[src/rtl/sys_ctrl_gen2.sv]
// sys_ctrl_gen2: UART-frame command decoder driving register file, ALU and TX FIFO
// Ports:
//   CLK, RST                     clock, asynchronous active-low reset
//   RX_P_DATA, RX_D_VLD          received frame byte and its strobe
//   RdData, RdData_Valid         register-file read return
//   FIFO_FULL                    TX FIFO back-pressure
//   ALU_OUT, ALU_OUT_VLD         ALU result return
//   ALU_FUN, ALU_EN, GATE_EN     ALU function, start pulse, clock-gate enable
//   TX_DATA, TX_VLD              TX FIFO write
//   Address, WrEn, RdEn, WrData  register-file access
//   BUSY                         frame in progress
//   ERR_PULSE                    error event pulse (only with SYS_CTRL_ERR_RESP_EN)
// Optional feature macro SYS_CTRL_ERR_RESP_EN: push 0xEE on unknown command or timeout.
// All outputs are registered from the next-state logic.
module sys_ctrl_gen2 #(
  parameter int DATA_W      = 8,
  parameter int ADDR_W      = 4,
  parameter int FUN_W       = 4,
  parameter int OPA_ADDR    = 0,
  parameter int OPB_ADDR    = 1,
  parameter int TIMEOUT_CYC = 4096,
  parameter int CNT_W       = 13
) (
  input  logic                CLK,
  input  logic                RST,
  input  logic [DATA_W-1:0]   RX_P_DATA,
  input  logic                RX_D_VLD,
  input  logic [DATA_W-1:0]   RdData,
  input  logic                RdData_Valid,
  input  logic                FIFO_FULL,
  input  logic [2*DATA_W-1:0] ALU_OUT,
  input  logic                ALU_OUT_VLD,
  output logic [FUN_W-1:0]    ALU_FUN,
  output logic                ALU_EN,
  output logic                GATE_EN,
  output logic [DATA_W-1:0]   TX_DATA,
  output logic                TX_VLD,
  output logic [ADDR_W-1:0]   Address,
  output logic                WrEn,
  output logic                RdEn,
  output logic [DATA_W-1:0]   WrData,
  output logic                BUSY
`ifdef SYS_CTRL_ERR_RESP_EN
  ,output logic               ERR_PULSE
`endif
);
  typedef enum logic [3:0] {
    IDLE, WR_ADDR, WR_DATA, RD_ADDR, RD_WAIT, PUSH, BR_ADDR, BR_CNT,
    ALU_A, ALU_B, ALU_F, ALU_WAIT, PUSH_LO, PUSH_HI
`ifdef SYS_CTRL_ERR_RESP_EN
    , ERR_PUSH
`endif
  } state_t;
  localparam logic [CNT_W-1:0] TO_LAST = CNT_W'(TIMEOUT_CYC == 0 ? 0 : TIMEOUT_CYC - 1);
`ifdef SYS_CTRL_ERR_RESP_EN
  localparam logic [DATA_W-1:0] ERR_BYTE = DATA_W'(8'hEE);
  logic err_n;
`endif
  state_t state, state_n;
  logic [ADDR_W-1:0] addr_r, addr_n, address_n;
  logic [DATA_W-1:0] cnt_r, cnt_n, wr_data_n, tx_data_n;
  logic [2*DATA_W-1:0] res_r, res_n;
  logic [CNT_W-1:0] tmo, tmo_n;
  logic [FUN_W-1:0] fun_n;
  logic wr_n, rd_n, alu_en_n, tx_vld_n, gate_n, waiting, strobe, abort;
  logic [ADDR_W-1:0] rx_addr;
  assign rx_addr = RX_P_DATA[ADDR_W-1:0];
  assign waiting = state inside {WR_ADDR, WR_DATA, RD_ADDR, RD_WAIT, BR_ADDR, BR_CNT, ALU_A, ALU_B, ALU_F};
  assign strobe  = (state == RD_WAIT) ? RdData_Valid : RX_D_VLD;
  assign abort   = (TIMEOUT_CYC != 0) && waiting && !strobe && (tmo == TO_LAST);
  always_comb begin
    state_n = state;
    addr_n = addr_r;
    cnt_n = cnt_r;
    res_n = res_r;
    address_n = Address;
    wr_data_n = WrData;
    tx_data_n = TX_DATA;
    fun_n = ALU_FUN;
    gate_n = GATE_EN;
    wr_n = 1'b0;
    rd_n = 1'b0;
    alu_en_n = 1'b0;
    tx_vld_n = 1'b0;
`ifdef SYS_CTRL_ERR_RESP_EN
    err_n = 1'b0;
`endif
    case (state)
      IDLE: if (RX_D_VLD) begin
        if (RX_P_DATA == DATA_W'(8'hAA)) state_n = WR_ADDR;
        else if (RX_P_DATA == DATA_W'(8'hBB)) state_n = RD_ADDR;
        else if (RX_P_DATA == DATA_W'(8'hCC)) state_n = ALU_A;
        else if (RX_P_DATA == DATA_W'(8'hDD)) begin
          state_n = ALU_F;
          gate_n = 1'b1;
        end
        else if (RX_P_DATA == DATA_W'(8'hEE)) state_n = BR_ADDR;
`ifdef SYS_CTRL_ERR_RESP_EN
        else begin
          state_n = ERR_PUSH;
          err_n = 1'b1;
        end
`endif
      end
      WR_ADDR: if (RX_D_VLD) begin
        addr_n = rx_addr;
        state_n = WR_DATA;
      end
      WR_DATA: if (RX_D_VLD) begin
        wr_n = 1'b1;
        address_n = addr_r;
        wr_data_n = RX_P_DATA;
        state_n = IDLE;
      end
      RD_ADDR: if (RX_D_VLD) begin
        addr_n = rx_addr;
        address_n = rx_addr;
        cnt_n = DATA_W'(1);
        rd_n = 1'b1;
        state_n = RD_WAIT;
      end
      BR_ADDR: if (RX_D_VLD) begin
        addr_n = rx_addr;
        state_n = BR_CNT;
      end
      BR_CNT: if (RX_D_VLD) begin
        if (RX_P_DATA == '0) state_n = IDLE;
        else begin
          cnt_n = RX_P_DATA;
          address_n = addr_r;
          rd_n = 1'b1;
          state_n = RD_WAIT;
        end
      end
      RD_WAIT: if (RdData_Valid) begin
        res_n = {{DATA_W{1'b0}}, RdData};
        state_n = PUSH;
      end
      // each pushed byte of a burst launches the next read in the same cycle
      PUSH: if (!FIFO_FULL) begin
        tx_vld_n = 1'b1;
        tx_data_n = res_r[DATA_W-1:0];
        if (cnt_r > DATA_W'(1)) begin
          cnt_n = cnt_r - 1'b1;
          addr_n = addr_r + 1'b1;
          address_n = addr_r + 1'b1;
          rd_n = 1'b1;
          state_n = RD_WAIT;
        end
        else state_n = IDLE;
      end
      ALU_A: if (RX_D_VLD) begin
        wr_n = 1'b1;
        address_n = ADDR_W'(OPA_ADDR);
        wr_data_n = RX_P_DATA;
        state_n = ALU_B;
      end
      ALU_B: if (RX_D_VLD) begin
        wr_n = 1'b1;
        address_n = ADDR_W'(OPB_ADDR);
        wr_data_n = RX_P_DATA;
        gate_n = 1'b1;
        state_n = ALU_F;
      end
      ALU_F: if (RX_D_VLD) begin
        fun_n = RX_P_DATA[FUN_W-1:0];
        alu_en_n = 1'b1;
        state_n = ALU_WAIT;
      end
      // a valid coincident with our own ALU_EN pulse is stale and ignored
      ALU_WAIT: if (ALU_OUT_VLD && !ALU_EN) begin
        res_n = ALU_OUT;
        state_n = PUSH_LO;
      end
      PUSH_LO: if (!FIFO_FULL) begin
        tx_vld_n = 1'b1;
        tx_data_n = res_r[DATA_W-1:0];
        state_n = PUSH_HI;
      end
      PUSH_HI: if (!FIFO_FULL) begin
        tx_vld_n = 1'b1;
        tx_data_n = res_r[2*DATA_W-1:DATA_W];
        gate_n = 1'b0;
        state_n = IDLE;
      end
`ifdef SYS_CTRL_ERR_RESP_EN
      ERR_PUSH: if (!FIFO_FULL) begin
        tx_vld_n = 1'b1;
        tx_data_n = ERR_BYTE;
        state_n = IDLE;
      end
`endif
      default: state_n = IDLE;
    endcase
    tmo_n = (!waiting || strobe || state_n != state) ? '0 : tmo + 1'b1;
    if (abort) begin
      gate_n = 1'b0;
      tmo_n = '0;
`ifdef SYS_CTRL_ERR_RESP_EN
      state_n = ERR_PUSH;
      err_n = 1'b1;
`else
      state_n = IDLE;
`endif
    end
  end
  always_ff @(posedge CLK or negedge RST) begin
    if (!RST) begin
      state <= IDLE;
      addr_r <= '0;
      cnt_r <= '0;
      res_r <= '0;
      tmo <= '0;
      ALU_FUN <= '0;
      ALU_EN <= 1'b0;
      GATE_EN <= 1'b0;
      TX_DATA <= '0;
      TX_VLD <= 1'b0;
      Address <= '0;
      WrEn <= 1'b0;
      RdEn <= 1'b0;
      WrData <= '0;
      BUSY <= 1'b0;
`ifdef SYS_CTRL_ERR_RESP_EN
      ERR_PULSE <= 1'b0;
`endif
    end
    else begin
      state <= state_n;
      addr_r <= addr_n;
      cnt_r <= cnt_n;
      res_r <= res_n;
      tmo <= tmo_n;
      ALU_FUN <= fun_n;
      ALU_EN <= alu_en_n;
      GATE_EN <= gate_n;
      TX_DATA <= tx_data_n;
      TX_VLD <= tx_vld_n;
      Address <= address_n;
      WrEn <= wr_n;
      RdEn <= rd_n;
      WrData <= wr_data_n;
      BUSY <= (state_n != IDLE);
`ifdef SYS_CTRL_ERR_RESP_EN
      ERR_PULSE <= err_n;
`endif
    end
  end
endmodule
[config.mk]
export PLATFORM = sky130hd
export DESIGN_NAME = sys_ctrl_gen2
export DESIGN_NICKNAME = d
export VERILOG_FILES = /design/src/rtl/sys_ctrl_gen2.sv
export SDC_FILE = /design/constraint.sdc
export NUM_CORES = 1
export LEC_CHECK = 0
export BUFFER_PORTS_ARGS = -buffer_cell sky130_fd_sc_hd__buf_2
export CAP_MARGIN = 20
export CORE_UTILIZATION = 30
export DETAILED_ROUTE_END_ITERATION = 6
export HOLD_SLACK_MARGIN = 0.08
export PLACE_DENSITY_LB_ADDON = 0.3
export SLEW_MARGIN = 5
export SYNTH_ARGS = -nofsm -noshare
export SYNTH_HDL_FRONTEND = slang
export SYNTH_SLANG_ARGS = --single-unit
[constraint.sdc]
create_clock -name CLK -period 2.31 [get_ports CLK]
set_clock_uncertainty 0.2 [all_clocks]
set_input_delay 0.5775 -clock CLK [delete_from_list [all_inputs] [get_ports CLK]]
set_output_delay 0.5775 -clock CLK [all_outputs]
set_load 0.02 [all_outputs]
==> report_table.html, run 1 <==
<table>
<tr><th>Metric</th><th>Value</th></tr>
<tr><th colspan="2">Finish</th></tr>
<tr><td>Leading cell type in the layout, fill and taps excluded</td><td>dfrtp_1</td></tr>
<tr><td>Proportion of layout cells with a drive suffix above 1</td><td>28.6%</td></tr>
<tr><td>Core Util, Final</td><td>40.4%</td></tr>
<tr><td>Nets</td><td>579</td></tr>
<tr><td>Area delta synth-&gt;final</td><td>29.7%</td></tr>
<tr><td>Final non-filler cell total</td><td>715</td></tr>
<tr><td>Highest-count cells in the layout ignoring fill and taps</td><td>74 x dfrtp_1, 66 x buf_2, 50 x nor2_1</td></tr>
<tr><td>Layout fillers</td><td>1,269</td></tr>
<tr><th colspan="2">Synth</th></tr>
<tr><td>Synthesized netlist net count</td><td>481</td></tr>
<tr><td>Gate count after technology mapping</td><td>439</td></tr>
<tr><td>Seq cells post-synth</td><td>75</td></tr>
<tr><td>Average instance area after synthesis</td><td>9.06 sq um</td></tr>
<tr><td>Count of warnings emitted by yosys</td><td>0</td></tr>
<tr><td>Post-synthesis cell area</td><td>3980 sq um</td></tr>
<tr><td>Area share of the leading cell type in the synthesized netlist</td><td>47.2%</td></tr>
<tr><td>Share of synthesized area occupied by flip-flops and latches</td><td>47.2%</td></tr>
<tr><td>Library cell occupying the most area in the post-synthesis netlist</td><td>dfrtp_1</td></tr>
<tr><td>Number of different library cells in the post-synthesis netlist</td><td>60</td></tr>
<tr><td>Asr flop ratio synth</td><td>100%</td></tr>
<tr><td>Ranking of synthesized cells by area</td><td>dfrtp_1 47%, o21ai_0 6.0%, nor2_1 4.7%</td></tr>
<tr><td>EDFF count, synth</td><td>0</td></tr>
<tr><td>Top flip-flop cell by instance count after synthesis</td><td>dfrtp_1</td></tr>
<tr><th colspan="2">Global routing</th></tr>
<tr><td>Global-route usage over all layers</td><td>16.2%</td></tr>
<tr><td>Number of global-route vias before repair</td><td>3,409</td></tr>
<tr><td>Initial antenna violation count</td><td>1</td></tr>
<tr><td>Overflow left after global routing</td><td>0</td></tr>
<tr><td>Wire length of the first global-routing pass</td><td>16,900 um</td></tr>
<tr><td>Pin count of the biggest net entering global routing</td><td>48</td></tr>
<tr><th colspan="2">Drt</th></tr>
<tr><td>Via count of the routed design</td><td>3,578</td></tr>
<tr><td>DRT antenna net count</td><td>0</td></tr>
<tr><td>Count of routing violations after the opening detailed-route iteration</td><td>255</td></tr>
<tr><td>Total wire length after detailed routing</td><td>10,300 um</td></tr>
<tr><td>Mean routed wirelength per cell</td><td>14.4 um</td></tr>
<tr><td>Vias per cell</td><td>5.00</td></tr>
<tr><td>Iteration count of the initial detailed-routing pass</td><td>4</td></tr>
<tr><td>DRC violations left</td><td>0</td></tr>
<tr><th colspan="2">Worst setup path</th></tr>
<tr><td>Critical Path RT</td><td>2330 ps</td></tr>
<tr><td>Capturing element type of the critical path</td><td>register</td></tr>
<tr><td>Reg-to-Reg End</td><td>Address[2]</td></tr>
<tr><td>Cell breakdown of the critical path</td><td>or4_4 -&gt; o311a_4 -&gt; nor2_8 -&gt; inv_4 -&gt; a21oi_4 -&gt; mux2_1</td></tr>
<tr><td>Arrival time of the worst setup path</td><td>2300 ps</td></tr>
<tr><td>Nature of the critical path startpoint</td><td>register</td></tr>
<tr><td>Reg2Reg Depth</td><td>6</td></tr>
<tr><td>R2R Setup Slk</td><td>30 ps</td></tr>
<tr><td>Slowest cell on the critical path</td><td>or4_4</td></tr>
<tr><td>Largest incremental delay on the critical path</td><td>550 ps</td></tr>
<tr><td>Beginning of the worst register-to-register path</td><td>cnt_r[5]</td></tr>
<tr><td>Max FO, Critical Path</td><td>4</td></tr>
<tr><td>Category of the most critical setup path</td><td>register to register</td></tr>
<tr><th colspan="2">STA</th></tr>
<tr><td>Hold Fails Final Rpt</td><td>0</td></tr>
<tr><td>Relative slew slack</td><td>68.9%</td></tr>
<tr><td>RSZ-0062 raised after global routing</td><td>true</td></tr>
<tr><td>Actual transition at the worst max-transition pin</td><td>464 ps</td></tr>
<tr><td>Maximum clock rate</td><td>440 MHz</td></tr>
<tr><td>Endpoints failing setup</td><td>0</td></tr>
<tr><td>Share of the clock period used by the worst path after layout</td><td>98.5%</td></tr>
<tr><td>Post-route minimum period</td><td>2280 ps</td></tr>
<tr><td>Slew Limit Fails</td><td>0</td></tr>
<tr><th colspan="2">CTS</th></tr>
<tr><td>CTS sink cnt</td><td>75</td></tr>
<tr><td>Clock insertion delay at the later pin of the skew report</td><td>340 ps</td></tr>
<tr><td>CTS Root Cell</td><td>clkbuf_16</td></tr>
<tr><td>CTS buffer count</td><td>9</td></tr>
<tr><td>TritonCTS clock tree</td><td>built</td></tr>
<tr><td>Clock input transition at the sequential cells of the worst setup and hold paths</td><td>60 ps</td></tr>
<tr><td>Maximum buffer depth of the clock tree</td><td>2</td></tr>
<tr><td>Maximum level of the CTS H-tree</td><td>3</td></tr>
<tr><th colspan="2">Floorplan</th></tr>
<tr><td>Number of rows in the core area</td><td>41</td></tr>
<tr><td>Area inside the core boundary</td><td>12,800 sq um</td></tr>
<tr><td>Starting density of the core</td><td>31.1%</td></tr>
<tr><td>I/O pin count</td><td>68</td></tr>
<tr><td>DIE HEIGHT</td><td>117 um</td></tr>
<tr><td>Width of the die</td><td>117 um</td></tr>
<tr><td>Die area</td><td>13,700 sq um</td></tr>
<tr><th colspan="2">Place</th></tr>
<tr><td>Weighted congestion reported at the end of routability-driven placement</td><td>0.821</td></tr>
<tr><td>Port Buffers</td><td>67</td></tr>
<tr><td>Total instance count after detailed placement</td><td>696</td></tr>
<tr><td>Total half-perimeter wirelength after legalization and detailed placement</td><td>7520 um</td></tr>
<tr><th colspan="2">Power</th></tr>
<tr><td>Worst voltage drop across the vdd grid</td><td>0.503 mV</td></tr>
<tr><td>Pleak</td><td>0.00236 uW</td></tr>
<tr><td>Power per unit of standard cell area</td><td>1090 nW/um^2</td></tr>
<tr><th colspan="2">Worst hold path</th></tr>
<tr><td>Depth of the worst hold-timing path</td><td>3</td></tr>
<tr><td>Hold_sp</td><td>ALU_OUT[10]</td></tr>
<tr><td>Tightest Hold Check Type</td><td>input pin to register</td></tr>
<tr><td>End point of the worst hold path</td><td>res_r[10]</td></tr>
<tr><th colspan="2">Outcome</th></tr>
<tr><td>Status</td><td>finished, final reports clean</td></tr>
<tr><th colspan="2">Run</th></tr>
<tr><td>Max-capacitance violation count</td><td>0</td></tr>
</table>
[cells by family after synthesis]
logic type / after synthesis / synth area share [%]
simple gates: 167 / 20.7
compound gates: 115 / 18.7
flops: 75 / 47.2
buf+inv: 49 / 4.81
mux: 16 / 4.47
xor+xnor: 13 / 2.86
fa+ha+maj: 4 / 1.26
[synthesized netlist by cell type, types with 3 or more instances]
master,instances
nor2b_1,7
nand2_1,49
dfrtp_1,75
nand3_1,20
nand4_1,4
nor4bb_1,3
and3_1,5
nor3_1,7
a21oi_1,24
clkbuf_1,20
nor4_1,3
nor2_1,50
a22oi_1,4
xnor2_1,6
a31oi_1,10
inv_1,21
buf_2,4
buf_1,3
ha_1,4
a32oi_1,4
mux2_1,3
o21bai_1,3
mux2_2,11
o21ai_0,48
xor2_1,7
[power breakdown]
group	total [uW]	switching, uW	internal, uW
Sequential	1980	277	1700
Combinational	2210	1270	944
Clock	1420	581	843
Total	5610	2120	3490
[layer usage]
layer	track usage, %	part of all wire (%)	routed length [um]	up-vias
li1	-	-	-	1753
met1	22.3	48	4920	1707
met2	23.4	43	4440	104
met3	4.17	6.8	699	14
met4	8.10	2.2	227	0
met5	0	0	0	-
[worst max path at each step]
stage | depth (start not counted) | end | from
after floorplan | 6 | Address[0] | cnt_r[5]
after global placement | 7 | BUSY | RX_P_DATA[5]
after detailed placement | 6 | Address[2] | cnt_r[5]
after CTS | 6 | tmo[2] | tmo[0]
after global routing | 6 | Address[0] | cnt_r[5]
final | 6 | Address[2] | cnt_r[5]
[flip-flops by register name, indices dropped and copies added, names as in the netlist, 4 cells and up]
signal,flops
addr_r,4
tmo,13
cnt_r,8
res_r,16
WrData,8
state,4
ALU_FUN,4
Address,4
TX_DATA,8
[worst max-delay path, delay by kind of cell (launching register included)]
kind                   cells  cell delay [ps]
and+or+nand+nor            2              660
AOI/OAI and AO/OA          2              530
DFF                        1              380
muxes                      1              330
buffers and inverters      1               60
[per-stage QoR]
step	instance area, sq um	worst slack [ps]	setup TNS (ps)	hold slack [ps]	total power (uW)
global placement	4820	28.0	0	202	4140
CTS	5130	8.57	0	250	5630
finish	5160	34.9	0	263	5610
detailed placement	4820	2.82	0	203	4180
global route	5160	-25.1	-69.3	254	6000
floorplan	3980	39.5	0	81.9	3350
[timing repair]
item                                    CTS  global route
endpoints found under the hold margin     5             0
endpoints found under the setup margin    4            15
pin swaps                                 1             1
hold buffers                              1             0
setup buffers                             0             1
gates resized for setup                   0             5
[area by class of cell]
| class | count | area (sq um) | area share, % |
|---|---|---|---|
| sequential | 75 | 1880 | 36.4 |
| inverter | 22 | 85.1 | 1.65 |
| antenna | 1 | 2.50 | 0.0485 |
| tap | 172 | 215 | 4.17 |
| clock buffer | 9 | 225 | 4.37 |
| timing repair buffer | 114 | 743 | 14.4 |
| multi-input combinational | 315 | 1930 | 37.5 |
| clock inverter | 7 | 76.3 | 1.48 |
Power figures use the tool's default switching activity.
==> run 2: changes to the inputs <==
--- a/config.mk
+++ b/config.mk
@@ -10,6 +10,7 @@
 export CORE_UTILIZATION = 30
 export DETAILED_ROUTE_END_ITERATION = 6
 export HOLD_SLACK_MARGIN = 0.08
+export MAX_ROUTING_LAYER = met4
 export PLACE_DENSITY_LB_ADDON = 0.3
 export SLEW_MARGIN = 5
 export SYNTH_ARGS = -nofsm -noshare
==> run 2 against run 1 <==
Compared with the run above:
- worst setup slack hardly changed
- final cell count unchanged
- global-route usage rose by 0.53 points
- first-iteration DRC count grew 11%
- fmax is essentially flat
- routed wire length shrank 0.51%
- die area unchanged
- critical endpoint unchanged
==> report_table.html, run 2 (same netlist as run 1, synthesis figures left out) <==
<table>
<tr><th>Metric</th><th>Value</th></tr>
<tr><th colspan="2">Outcome</th></tr>
<tr><td>Status</td><td>finished, final reports clean (unchanged)</td></tr>
<tr><th colspan="2">Power</th></tr>
<tr><td>Pleak</td><td>0.00236 uW (unchanged)</td></tr>
<tr><td>Portion of total power attributed to sequential cells</td><td>35.3% (was 35.2%)</td></tr>
<tr><td>Clock share of power</td><td>25.4% (about the same)</td></tr>
<tr><td>Internal power of the cells</td><td>3490 uW (about the same)</td></tr>
<tr><td>Net Sw Power</td><td>2120 uW (about the same)</td></tr>
<tr><td>Power per unit of standard cell area</td><td>1090 nW/um^2 (about the same)</td></tr>
<tr><td>Comb pwr share</td><td>39.4% (about the same)</td></tr>
<tr><td>Worst voltage drop across the vdd grid</td><td>0.503 mV (about the same)</td></tr>
<tr><td>Switching power share of the total</td><td>37.8% (was 37.9%)</td></tr>
<tr><th colspan="2">Global routing</th></tr>
<tr><td>Initial antenna violation count</td><td>1 (unchanged)</td></tr>
<tr><td>Overflow left after global routing</td><td>0 (unchanged)</td></tr>
<tr><td>Pin count of the biggest net entering global routing</td><td>48 (unchanged)</td></tr>
<tr><td>Wire length of the first global-routing pass</td><td>16,900 um (about the same)</td></tr>
<tr><td>Number of global-route vias before repair</td><td>3,396 (was 3,409)</td></tr>
<tr><td>Global-route usage over all layers</td><td>16.7% (was 16.2%)</td></tr>
<tr><th colspan="2">CTS</th></tr>
<tr><td>Clock insertion delay at the later pin of the skew report</td><td>340 ps (about the same)</td></tr>
<tr><td>Clock input transition at the sequential cells of the worst setup and hold paths</td><td>60 ps (about the same)</td></tr>
<tr><td>CTS Root Cell</td><td>clkbuf_16 (unchanged)</td></tr>
<tr><td>TritonCTS clock tree</td><td>built (unchanged)</td></tr>
<tr><td>CTS buffer count</td><td>9 (unchanged)</td></tr>
<tr><td>CTS sink cnt</td><td>75 (unchanged)</td></tr>
<tr><td>Maximum level of the CTS H-tree</td><td>3 (unchanged)</td></tr>
<tr><td>Maximum buffer depth of the clock tree</td><td>2 (unchanged)</td></tr>
<tr><th colspan="2">Floorplan</th></tr>
<tr><td>Number of rows in the core area</td><td>41 (unchanged)</td></tr>
<tr><td>Width of the die</td><td>117 um (unchanged)</td></tr>
<tr><td>Die area</td><td>13,700 sq um (unchanged)</td></tr>
<tr><td>Starting density of the core</td><td>31.1% (unchanged)</td></tr>
<tr><td>DIE HEIGHT</td><td>117 um (unchanged)</td></tr>
<tr><td>I/O pin count</td><td>68 (unchanged)</td></tr>
<tr><td>Area inside the core boundary</td><td>12,800 sq um (unchanged)</td></tr>
<tr><th colspan="2">STA</th></tr>
<tr><td>Post-route minimum period</td><td>2280 ps (about the same)</td></tr>
<tr><td>Hold Fails Final Rpt</td><td>0 (unchanged)</td></tr>
<tr><td>Hold Worst Slack</td><td>264 ps (was 263 ps)</td></tr>
<tr><td>Actual transition at the worst max-transition pin</td><td>464 ps (about the same)</td></tr>
<tr><td>Share of the clock period used by the worst path after layout</td><td>98.5% (about the same)</td></tr>
<tr><td>Setup TNS</td><td>0 ps (unchanged)</td></tr>
<tr><td>Relative slew slack</td><td>68.9% (about the same)</td></tr>
<tr><td>RSZ-0062 raised after global routing</td><td>true (unchanged)</td></tr>
<tr><td>Endpoints failing setup</td><td>0 (unchanged)</td></tr>
<tr><td>Maximum clock rate</td><td>440 MHz (about the same)</td></tr>
<tr><td>Slew Limit Fails</td><td>0 (unchanged)</td></tr>
<tr><th colspan="2">Finish</th></tr>
<tr><td>Core Util, Final</td><td>40.4% (unchanged)</td></tr>
<tr><td>Leading cell type in the layout, fill and taps excluded</td><td>dfrtp_1 (unchanged)</td></tr>
<tr><td>Post-route design area</td><td>5160 sq um (unchanged)</td></tr>
<tr><td>Nets</td><td>579 (unchanged)</td></tr>
<tr><td>Proportion of layout cells with a drive suffix above 1</td><td>28.6% (unchanged)</td></tr>
<tr><td>Leading registers by flop count</td><td>res_r: 16 flops, tmo: 13 flops (unchanged)</td></tr>
<tr><td>Register with the most flip-flops</td><td>res_r (unchanged)</td></tr>
<tr><td>Max FFs per register</td><td>16 (unchanged)</td></tr>
<tr><td>Area delta synth-&gt;final</td><td>29.7% (unchanged)</td></tr>
<tr><td>Highest-count cells in the layout ignoring fill and taps</td><td>74 x dfrtp_1, 66 x buf_2, 50 x nor2_1 (unchanged)</td></tr>
<tr><th colspan="2">Worst setup path</th></tr>
<tr><td>Critical Path RT</td><td>2330 ps (about the same)</td></tr>
<tr><td>Category of the most critical setup path</td><td>register to register (unchanged)</td></tr>
<tr><td>Reg-to-Reg End</td><td>Address[2] (unchanged)</td></tr>
<tr><td>Arrival time of the worst setup path</td><td>2300 ps (about the same)</td></tr>
<tr><td>Nature of the critical path startpoint</td><td>register (unchanged)</td></tr>
<tr><td>Beginning of the worst register-to-register path</td><td>cnt_r[5] (unchanged)</td></tr>
<tr><td>Reg2Reg Depth</td><td>6 (unchanged)</td></tr>
<tr><td>Max FO, Critical Path</td><td>4 (unchanged)</td></tr>
<tr><td>R2R Setup Slk</td><td>30 ps (about the same)</td></tr>
<tr><td>Capturing element type of the critical path</td><td>register (unchanged)</td></tr>
<tr><th colspan="2">Drt</th></tr>
<tr><td>Mean routed wirelength per cell</td><td>14.3 um (was 14.4 um)</td></tr>
<tr><td>Vias per cell</td><td>4.99 (was 5.00)</td></tr>
<tr><td>Total wire length after detailed routing</td><td>10,200 um (was 10,300 um)</td></tr>
<tr><td>Count of routing violations after the opening detailed-route iteration</td><td>284 (was 255)</td></tr>
<tr><td>DRT antenna net count</td><td>0 (unchanged)</td></tr>
<tr><td>DRC violations left</td><td>0 (unchanged)</td></tr>
<tr><td>Iteration count of the initial detailed-routing pass</td><td>4 (unchanged)</td></tr>
<tr><td>Via count of the routed design</td><td>3,571 (was 3,578)</td></tr>
<tr><th colspan="2">Worst hold path</th></tr>
<tr><td>Depth of the worst hold-timing path</td><td>3 (unchanged)</td></tr>
<tr><td>Tightest Hold Check Type</td><td>input pin to register (unchanged)</td></tr>
<tr><td>End point of the worst hold path</td><td>res_r[10] (unchanged)</td></tr>
<tr><td>Hold_sp</td><td>ALU_OUT[10] (unchanged)</td></tr>
<tr><th colspan="2">Place</th></tr>
<tr><td>Post-DP Area</td><td>4820 sq um (unchanged)</td></tr>
<tr><td>Port Buffers</td><td>67 (unchanged)</td></tr>
<tr><td>Weighted congestion reported at the end of routability-driven placement</td><td>0.834 (was 0.821)</td></tr>
<tr><td>Total half-perimeter wirelength after legalization and detailed placement</td><td>7520 um (unchanged)</td></tr>
<tr><th colspan="2">Run</th></tr>
<tr><td>Max-capacitance violation count</td><td>0 (unchanged)</td></tr>
</table>
==> run 2: final cells by class <==
| cell class | instances | area (sq um) |
|---|---|---|
| Tap cell | 172 | 215 |
| Multi-Input combinational cell | 315 | 1930 |
| Clock buffer | 9 | 225 |
| Fill cell | 1269 | 7610 |
| Sequential cell | 75 | 1880 |
| Inverter | 22 | 85.1 |
| Antenna cell | 1 | 2.50 |
| Timing Repair Buffer | 114 | 743 |
| Clock inverter | 7 | 76.3 |
==> run 2: worst max-delay path by stage <==
| stage | slack, ps | depth (start not counted) | startpoint | endpoint |
|---|---|---|---|---|
| final | 30 | 6 | cnt_r[5] | Address[2] |
| after global routing | -30 | 6 | cnt_r[5] | Address[0] |
| after CTS | 9 | 6 | tmo[0] | tmo[2] |
| after detailed placement | 3 | 6 | cnt_r[5] | Address[2] |
| after global placement | 30 | 7 | RX_P_DATA[5] | BUSY |
| after floorplan | 40 | 6 | cnt_r[5] | Address[0] |
==> run 2: repair_timing <==
action | 4_1_cts | 5_1_grt
gates resized for setup | 0 | 5
setup endpoints to repair | 4 | 15
setup buffers | 0 | 1
hold buffers | 1 | 0
pin swaps | 1 | 1
endpoints found under the hold margin | 5 | 0
==> run 2: metal layers <==
layer / wire, um / vias up / global-route usage [%]
met1: 4920 / 1718 / 22.4
li1: - / 1752 / -
met3: 661 / 15 / 4.17
met4: 227 / 0 / 8.10
met5: 0 / - / -
met2: 4430 / 86 / 23.5
==> run 2: worst max-delay path: stages (launching register included) <==
cell	delay, ps
dfrtp_1	380
or4_4	550
o311a_4	370
nor2_8	110
inv_4	60
a21oi_4	170
mux2_1	330
==> run 2: per-stage QoR <==
step / total power [uW] / worst slack [ps] / instances
2_1_floorplan: 3350 / 39.5 / 439
3_3_place_gp: 4140 / 28.0 / 696
3_5_place_dp: 4180 / 2.82 / 696
4_1_cts: 5630 / 8.57 / 713
5_1_grt: 6000 / -25.1 / 715
6_report: 5600 / 35.0 / 715
==> run 2: power by group through the flow <==
| stage | sequential (uW) | combinational [uW] | clock [uW] |
|---|---|---|---|
| after floorplan | 2160 | 1190 | 0 |
| after global routing | 2030 | 2450 | 1520 |
| after CTS | 1980 | 2190 | 1460 |
| after detailed placement | 2000 | 2180 | 0 |
| after global placement | 1990 | 2150 | 0 |
| final | 1980 | 2210 | 1420 |
